==> src/rtl/dphy_lane_tx_if.sv <==
// Word-stream in / per-lane HS byte out bundle for the D-PHY lane transmitter.
interface dphy_lane_tx_if #(
  parameter int unsigned DATA_LANES = 4
) ();
  logic [DATA_LANES-1:0][7:0] word_i;
  logic                       valid_i;
  logic                       eop_i;
  logic                       ready_o;
  logic                       hs_req_o;
  logic [DATA_LANES-1:0][7:0] byte_data_o;
  logic [DATA_LANES-1:0]      valid_o;
  logic                       underflow_o;

  modport master (
    output word_i, valid_i, eop_i,
    input  ready_o, hs_req_o, byte_data_o, valid_o, underflow_o
  );

  modport slave (
    input  word_i, valid_i, eop_i,
    output ready_o, hs_req_o, byte_data_o, valid_o, underflow_o
  );
endinterface

==> src/rtl/dphy_lane_tx.sv <==
// D-PHY HS lane transmitter: wraps a word stream in PREP gap, per-lane SoT sync byte,
// payload and per-lane trailer, driving all lanes in lockstep.
module dphy_lane_tx #(
  parameter int unsigned DATA_LANES   = 4,
  parameter logic [7:0]  SYNC_BYTE    = 8'hB8,
  parameter int unsigned PREP_CYCLES  = 2,
  parameter int unsigned TRAIL_CYCLES = 2
) (
  input logic          byte_clk_i,
  input logic          rst_n_i,
  dphy_lane_tx_if.slave bus
);

  localparam int unsigned MAX_CYC = (PREP_CYCLES > TRAIL_CYCLES) ? PREP_CYCLES : TRAIL_CYCLES;
  localparam int unsigned CNT_W   = $clog2(MAX_CYC + 1);
  // IDLE already spends one wire cycle in the prepare gap, so PREP holds one cycle less.
  localparam int unsigned PREP_LOAD  = (PREP_CYCLES > 1) ? PREP_CYCLES - 2 : 0;
  localparam int unsigned TRAIL_LOAD = (TRAIL_CYCLES > 0) ? TRAIL_CYCLES - 1 : 0;
  // Underflow emits the first trailer byte on the same edge it is detected.
  localparam int unsigned UF_LOAD    = (TRAIL_CYCLES > 1) ? TRAIL_CYCLES - 2 : 0;

  typedef enum logic [2:0] {
    S_IDLE,
    S_PREP,
    S_SYNC,
    S_DATA,
    S_TRAIL,
    S_EXIT
  } state_t;

  state_t                     state;
  logic [CNT_W-1:0]           cnt;
  logic [DATA_LANES-1:0]      last_msb;
  logic                       hs_req_q;
  logic [DATA_LANES-1:0][7:0] byte_data_q;
  logic [DATA_LANES-1:0]      valid_q;
  logic                       underflow_q;
  logic [DATA_LANES-1:0][7:0] trailer;

  // Trailer is the inverse of the last bit on the wire (bit 7, serialised LSB first).
  always_comb begin
    trailer = '0;
    for (int unsigned i = 0; i < DATA_LANES; i++) begin
      trailer[i] = {8{~last_msb[i]}};
    end
  end

  always_ff @(posedge byte_clk_i or negedge rst_n_i) begin
    if (!rst_n_i) begin
      state       <= S_IDLE;
      cnt         <= '0;
      last_msb    <= '0;
      hs_req_q    <= 1'b0;
      byte_data_q <= '0;
      valid_q     <= '0;
      underflow_q <= 1'b0;
    end else begin
      underflow_q <= 1'b0;
      unique case (state)
        S_IDLE: begin
          if (bus.valid_i) begin
            hs_req_q <= 1'b1;
            if (PREP_CYCLES > 1) begin
              state <= S_PREP;
              cnt   <= CNT_W'(PREP_LOAD);
            end else begin
              state <= S_SYNC;
            end
          end
        end
        S_PREP: begin
          if (cnt == '0) state <= S_SYNC;
          else           cnt   <= cnt - CNT_W'(1);
        end
        S_SYNC: begin
          byte_data_q <= {DATA_LANES{SYNC_BYTE}};
          valid_q     <= '1;
          last_msb    <= {DATA_LANES{SYNC_BYTE[7]}};
          state       <= S_DATA;
        end
        S_DATA: begin
          if (bus.valid_i) begin
            byte_data_q <= bus.word_i;
            valid_q     <= '1;
            for (int unsigned i = 0; i < DATA_LANES; i++) begin
              last_msb[i] <= bus.word_i[i][7];
            end
            if (bus.eop_i) begin
              state <= S_TRAIL;
              cnt   <= CNT_W'(TRAIL_LOAD);
            end
          end else begin
            // Starved mid-packet: close the burst on the word already sent.
            underflow_q <= 1'b1;
            byte_data_q <= trailer;
            valid_q     <= '1;
            if (TRAIL_CYCLES > 1) begin
              state <= S_TRAIL;
              cnt   <= CNT_W'(UF_LOAD);
            end else begin
              state <= S_EXIT;
            end
          end
        end
        S_TRAIL: begin
          byte_data_q <= trailer;
          valid_q     <= '1;
          if (cnt == '0) state <= S_EXIT;
          else           cnt   <= cnt - CNT_W'(1);
        end
        S_EXIT: begin
          byte_data_q <= '0;
          valid_q     <= '0;
          hs_req_q    <= 1'b0;
          state       <= S_IDLE;
        end
        default: state <= S_IDLE;
      endcase
    end
  end

  assign bus.ready_o     = (state == S_DATA);
  assign bus.hs_req_o    = hs_req_q;
  assign bus.byte_data_o = byte_data_q;
  assign bus.valid_o     = valid_q;
  assign bus.underflow_o = underflow_q;

endmodule

==> src/flat_wrapper.sv <==
// flat-port wrapper written by rule: the top's interface ports become plain ports
module dphy_lane_tx_flat 
#(
  parameter int unsigned DATA_LANES   = 4,
  parameter logic [7:0]  SYNC_BYTE    = 8'hB8,
  parameter int unsigned PREP_CYCLES  = 2,
  parameter int unsigned TRAIL_CYCLES = 2
)
  (byte_clk_i, rst_n_i, bus_word_i, bus_valid_i, bus_eop_i, bus_ready_o, bus_hs_req_o, bus_byte_data_o, bus_valid_o, bus_underflow_o);
  dphy_lane_tx_if #(.DATA_LANES(DATA_LANES)) bus_i ();
  input logic byte_clk_i;
  input logic rst_n_i;
  input wire logic [$bits(bus_i.word_i)-1:0] bus_word_i;
  input wire logic [$bits(bus_i.valid_i)-1:0] bus_valid_i;
  input wire logic [$bits(bus_i.eop_i)-1:0] bus_eop_i;
  output wire logic [$bits(bus_i.ready_o)-1:0] bus_ready_o;
  output wire logic [$bits(bus_i.hs_req_o)-1:0] bus_hs_req_o;
  output wire logic [$bits(bus_i.byte_data_o)-1:0] bus_byte_data_o;
  output wire logic [$bits(bus_i.valid_o)-1:0] bus_valid_o;
  output wire logic [$bits(bus_i.underflow_o)-1:0] bus_underflow_o;
  assign bus_i.word_i = bus_word_i;
  assign bus_i.valid_i = bus_valid_i;
  assign bus_i.eop_i = bus_eop_i;
  assign bus_ready_o = bus_i.ready_o;
  assign bus_hs_req_o = bus_i.hs_req_o;
  assign bus_byte_data_o = bus_i.byte_data_o;
  assign bus_valid_o = bus_i.valid_o;
  assign bus_underflow_o = bus_i.underflow_o;
  dphy_lane_tx #(.DATA_LANES(DATA_LANES), .SYNC_BYTE(SYNC_BYTE), .PREP_CYCLES(PREP_CYCLES), .TRAIL_CYCLES(TRAIL_CYCLES)) u_core (.byte_clk_i(byte_clk_i), .rst_n_i(rst_n_i), .bus(bus_i));
endmodule
==> config.mk <==
export PLATFORM = sky130hd
export DESIGN_NAME = dphy_lane_tx_flat
export DESIGN_NICKNAME = d
export VERILOG_FILES = /design/src/rtl/dphy_lane_tx_if.sv /design/src/rtl/dphy_lane_tx.sv /design/src/flat_wrapper.sv
export SDC_FILE = /design/constraint.sdc
export NUM_CORES = 1
export LEC_CHECK = 0
export ABC_AREA = 1
export CELL_PAD_IN_SITES_DETAIL_PLACEMENT = 0
export CELL_PAD_IN_SITES_GLOBAL_PLACEMENT = 1
export CORE_ASPECT_RATIO = 0.9
export CORE_MARGIN = 4
export CORE_UTILIZATION = 45
export DETAILED_ROUTE_END_ITERATION = 8
export DONT_BUFFER_PORTS = 1
export GPL_ROUTABILITY_DRIVEN = 0
export PLACE_DENSITY = 0.81
export SYNTH_ARGS = -nofsm -noshare
export SYNTH_HDL_FRONTEND = slang
export SYNTH_SLANG_ARGS = --single-unit
==> constraint.sdc <==
create_clock -name byte_clk_i -period 2.1 [get_ports byte_clk_i]
set_clock_uncertainty 0.2 [all_clocks]
set_input_delay 0.105 -clock byte_clk_i [delete_from_list [all_inputs] [get_ports byte_clk_i]]
set_output_delay 0.105 -clock byte_clk_i [all_outputs]
set_load 0.005 [all_outputs]
=== Yosys cells after proc, flatten, opt, wreduce, memory -nomap -nowiden ===
Index checks and enable logic that the tools add are counted.

* $add $sub $neg: 1
* Eq/ne operators: 11
* Muxes and demuxes: 20
* Bitwise logic cells: 4
* Reduce and logical (&&, ||, !) cells: 13

{| class="wikitable"
|+ Operators with widths
! operator !! count
|-
| $pmux 32 s4 || 1
|-
| $mux 32 || 1
|-
| $pmux 4 s2 || 2
|-
| $mux 3 || 5
|-
| $pmux 3 s5 || 1
|-
| $mux 2 || 4
|-
| $reduce_and 4->1 || 2
|-
| $eq 3x2->1 const B || 2
|-
| $eq 3x3->1 const B || 2
|-
| $ne 2x2->1 const B || 3
|-
| $pmux 2 s3 || 1
|-
| $reduce_bool 2->1 || 3
|-
| $mux 4 || 1
|-
| $ne 2x1->1 const B || 2
|-
| $not 1->1 || 4
|-
| $reduce_and 2->1 || 2
|-
| $reduce_bool 4->1 || 1
|-
| $eq 3x1->1 const B || 1
|-
| $logic_not 3->1 || 1
|-
| $mux 1 || 3
|-
| $ne 3x3->1 const B || 1
|-
| $reduce_bool 3->1 || 1
|-
| $reduce_or 3->1 || 1
|-
| $logic_not 2->1 || 1
|-
| other kinds (3) || 3
|}

* Bits in registers: 47
* Input bits: 36
* Output and inout port bits: 39
* Word-level logic and storage cells: 59

=== Logic depth before layout (Yosys ltp) ===
* Word-level depth: 4
* Depth in mapped cells: 9
* Depth with buffers taken out: 8

=== Least setup slack after synthesis ===
OpenSTA, ideal clock, no wires.

* Kind: reg2reg
* Start point: register u_core.state[1]
* End point: register u_core.byte_data_q (netlist bit u_core.bus.byte_data_o[11])
* Setup time: 77 ps
* Arrival time: 1,614 ps
* Required time: 1,823 ps
* Setup slack: 209 ps
* Stages on the path, launching flop included: 9
* Path buffers: 2
* Period minus slack after synthesis: 1,891 ps
* Cells stage by stage: dfrtp_1 -> inv_2 -> ha_1 -> buf_2 -> clkinv_1 -> o21ai_2 -> buf_6 -> nor2_4 -> a21oi_1

* Cells in the longest elaborated chain, start to end: 2
* Elaborated cells between the ends (all ways): 6

{| class="wikitable"
|+ RTL lines
! element !! RTL line !! text
|-
| start: declaration || dphy_lane_tx.sv:31 || <nowiki>state_t state;</nowiki>
|-
| start signal: assignment || dphy_lane_tx.sv:50 || <nowiki>state <= S_IDLE;</nowiki>
|-
| start signal: assignment || dphy_lane_tx.sv:64 || <nowiki>state <= S_PREP;</nowiki>
|-
| start signal: assignment || dphy_lane_tx.sv:67 || <nowiki>state <= S_SYNC;</nowiki>
|-
| $eq 3x3->1 or $eq 3x2->1 (tied branches) || dphy_lane_tx.sv:59 || <nowiki>unique case (state)</nowiki>
|-
| $pmux 32 s4 or $reduce_bool 4->1 (tied branches) || - ||
|-
| end signal: assignment || dphy_lane_tx.sv:76 || <nowiki>byte_data_q <= {DATA_LANES{SYNC_BYTE}};</nowiki>
|-
| end signal: assignment || dphy_lane_tx.sv:83 || <nowiki>byte_data_q <= bus.word_i;</nowiki>
|-
| end signal: assignment || dphy_lane_tx.sv:95 || <nowiki>byte_data_q <= trailer;</nowiki>
|-
| end: declaration || dphy_lane_tx.sv:35 || <nowiki>logic [DATA_LANES-1:0][7:0] byte_data_q;</nowiki>
|}

Several ways; a longest one is shown, not always the timed one.
A chain may end at the register's enable or synchronous reset.

=== Worst setup path in the final report ===
* Start point: register u_core.state[1]
* End point: register u_core.byte_data_q (netlist bit u_core.bus.byte_data_o[1])

Same word-level chain as after synthesis.

==> results.env <==
CTS_TREE='built'
WORST_SLEW_MARGIN_REL=0.598
POWER_DENSITY_mW_PER_MM2=1300
DIE_W_UM=81.7
YOSYS_WARNINGS=0
GLOBAL_ROUTE_WIRE_LENGTH_BEFORE_REPAIR_UM=9330
WL_UM=5500
CRITPATHBUFINV=2
FINALSETUPTNS_NS=0
INTERNAL_POWER_mW=2.02
DESIGN.DIE.AREA_MM2=0.00607
TIMING_HOLD_VIOLATIONS_FINAL=0
DIODES_INSERTED=0
TIGHTEST_SLEW_NS=0.601
IO_BUFFERS=0
CP.ARRIVAL_NS=1.77
WORSTPATHMAXFANOUT=18
FLOORPLAN.INITIALDENSITY=0.480
YS_SEQ_AREA_FRAC=0.501
FINAL.MIN_CLOCK_PERIOD_NS=1.79
POWER.COMBINATIONAL.FRACTION=0.449
NFILLCELLS=418
FIRST_GLOBAL_VIAS=1905
CRIT_SLOWEST_CELL='o21ai_4'
WORSTSETUPSTARTPOINTTYPE='register'
DP.FINAL_HPWL_UM=3710
CPLARGESTDELAYFAMILY='compound AO/OA/AOI/OAI gates'
SLOWEST_DELAY_NS=0.52
CRIT_CHAIN='inv_2 > ha_1 > o21ai_4 > buf_4 > o21ai_1'
RSZ0062_AT_GRT='false'
SYNTH_TOP_CELL_BY_AREA='dfrtp_1'
DRT-PASS1-ITER-COUNT=4
MAX_CAP_VIOLATIONS=0
CRITICAL_PATH_REQUIRED_NS=2.09
SYNTH_TOP_AREA_SHARE=0.501
NET-SWITCHING-POWER_mW=1.56
NET_SW_FRAC=0.435
FINAL-SETUP-VIOL-COUNT=0
FINAL.PERIOD_UTILIZATION=0.852
AREA.GROWTH.SYNTH_TO_FINAL_PCT=24.7
CRITICAL_PATH.STARTPOINT='u_core.state[1]'
NUM-NETS-FINAL=335
CTS.REPORTEDPATHS.CLKPINSLEW_NS=0.08
CLOCKBUFFERDEPTH=2
LAYOUT.CELLS.MOST_COMMON='dfrtp_1'
FP.DIEH_UM=74.3
SYNTHESIS.AREA_PER_INSTANCE_UM2=8.52
SYNTH_CELLS=258
WORSTSETUPENDPOINTTYPE='register'
YOSYS_MOST_USED_DFF='dfrtp_1'
VIA_COUNT=1855
FINAL_ANTENNA_NET_COUNT=0
YOSYS-TOP-CELLS-AREA='dfrtp_1 50%, o21ai_0 8.2%, a21oi_1 8.0%, nand2_1 6.1%, or2_2 4.6%'
VIASPERCELL=5.15
GR-TOTAL-OVERFLOW=0
ACHIEVABLE-FREQUENCY_MHz=559
PWR-SHARE-SEQ=0.397
WORST_SKEW_PAIR.LATE_LATENCY_NS=0.29
TOT_PWR_mW=3.57
FINAL_CELL_MIX='44 x dfrtp_1, 36 x nand2_1, 36 x o21ai_0'
ROUTEDWLPERCELL_UM=15.3
ANTENNA_VIOLATIONS_BEFORE_REPAIR=0
CLKPWRFRAC=0.154
SYNTH_NETS=296
DRC_ERRORS=0
SYNTH.FF_LATCH_COUNT=44
POST_SYNTH_INSTANCE_AREA_MM2=0.00220
LEAKAGEPOWER_nW=1.16
CLOCK_SINK_COUNT=44
ASYNC_RESET_FF_FRAC=1.00
FP-ROW-COUNT=23
CRITPATHKIND='register to register'
GRT.TOTAL_USAGE=0.200
SYNTH.LIB_CELLS_USED.DISTINCT=23
TRITONCTS.NUM_BUFFERS=5
HOLD_PATH.STARTPOINT='bus_valid_i'
R2R_START='u_core.state[1]'
PLACE.DETAILED.INSTANCES=316
FP.COREAREA_MM2=0.00458
INITIALDRTVIOLATIONCOUNT=154
CLOCKROOTBUFFER='clkbuf_8'
POST_CTS.REPAIR.SETUP_BUFFERS=0
HTREE_NUM_LEVELS=2
BOUNDARYPINS=75
VDD.IR_DROP.WORST_uV=600
RUN_STATUS='finished, final reports clean'
LAYOUT-DRIVE-GT1-SHARE=0.185
FIN_CELLS=360
FINALMAXSLEWVIOLATIONS=0
GRT_START_MAX_NET_PINS=45
SYNTH-EDFF-COUNT=0
HP-CLASS='input port to register'
metal layers:
layer	global-route usage	wire length, µm
met5	0	0
met4	0.0443	27
met3	0.0496	341
met2	0.326	2620
met1	0.272	2500
stage by stage:
step	hold WS, ns	util	cell area [µm²]	worst slack [ns]
6_report	0.00939	0.599	2740	0.311
3_3_place_gp	-0.389	0.494	2260	0.0951
5_1_grt	0.0315	0.599	2740	0.186
3_5_place_dp	-0.389	0.494	2260	0.0601
2_1_floorplan	-0.391	-	2200	0.209
4_1_cts	0.00138	0.597	2730	0.0659
cells in the mapped netlist, types with 4 or more instances:
cell type	count
dfrtp_1	44
nand2_1	36
o21ai_0	36
a21oi_1	35
nor2_1	25
or2_2	16
inv_1	12
nand3_1	8
nor2_2	8
o21ai_1	7
nor2_4	6
clkbuf_1	5
buf_4	4
nand2_2	4
worst register-to-register path, cell delays in order, from the launching register on:
cell and delay, ns:
dfrtp_1 0.40, inv_2 0.05, ha_1 0.23, o21ai_4 0.52
buf_4 0.23, o21ai_1 0.07
cells by family (layout without fill, tap and decap cells):
kind of cell,Yosys count,in the layout,synth area share
flip-flops,44,44,0.501
AO/OA/AOI/OAI,80,80,0.184
buffers and inverters,28,68,0.0626
adder cells (fa/ha/maj),2,2,0.0114
AND/OR/NAND/NOR,104,104,0.241
final cells by class:
class,count,area (µm²),share of cell area
Tap cell,62,77.6,0.0283
Clock inverter,1,7.51,0.00274
Timing Repair Buffer,45,445,0.162
Clock buffer,7,86.3,0.0315
Multi-Input combinational cell,186,967,0.353
Inverter,15,56.3,0.0205
Sequential cell,44,1100,0.402
worst paths after layout:
check	cells past startpoint	to	slack, ns
max	5	u_core.bus.byte_data_o[1]	0.31
min	4	u_core.bus.byte_data_o[20]	0.009
max reg2reg	5	u_core.bus.byte_data_o[1]	0.31
min reg2reg	2	u_core.cnt[1]	0.28
max in group asynchronous	2	u_core.cnt[0]	1.40
min in group asynchronous	2	u_core.bus.valid_o[2]	0.10
sequential cells by signal, summed over array words and instances, names as in the netlist:
| register | flops |
|---|---|
| u_core.bus.byte_data_o | 32 |
| u_core.last_msb | 4 |
| u_core.state | 3 |
| u_core.cnt | 2 |
| u_core.bus.hs_req_o | 1 |
| u_core.bus.underflow_o | 1 |
| u_core.bus.valid_o | 1 |
power groups by stage:
| stage | Clock, mW | Combinational (mW) | Sequential [mW] |
|---|---|---|---|
| final | 0.550 | 1.60 | 1.42 |
| after floorplan | 0 | 1.18 | 1.39 |
| after global placement | 0 | 1.48 | 1.44 |
| after detailed placement | 0 | 1.52 | 1.44 |
| after CTS | 0.558 | 1.59 | 1.43 |
| after global routing | 0.604 | 1.85 | 1.47 |
what timing repair did:
item,CTS,global route
hold buffers,36,0
hold endpoints to repair,84,0
gates resized for setup,0,1
endpoints found under the setup margin,0,4
Power figures use the tool's default switching activity.
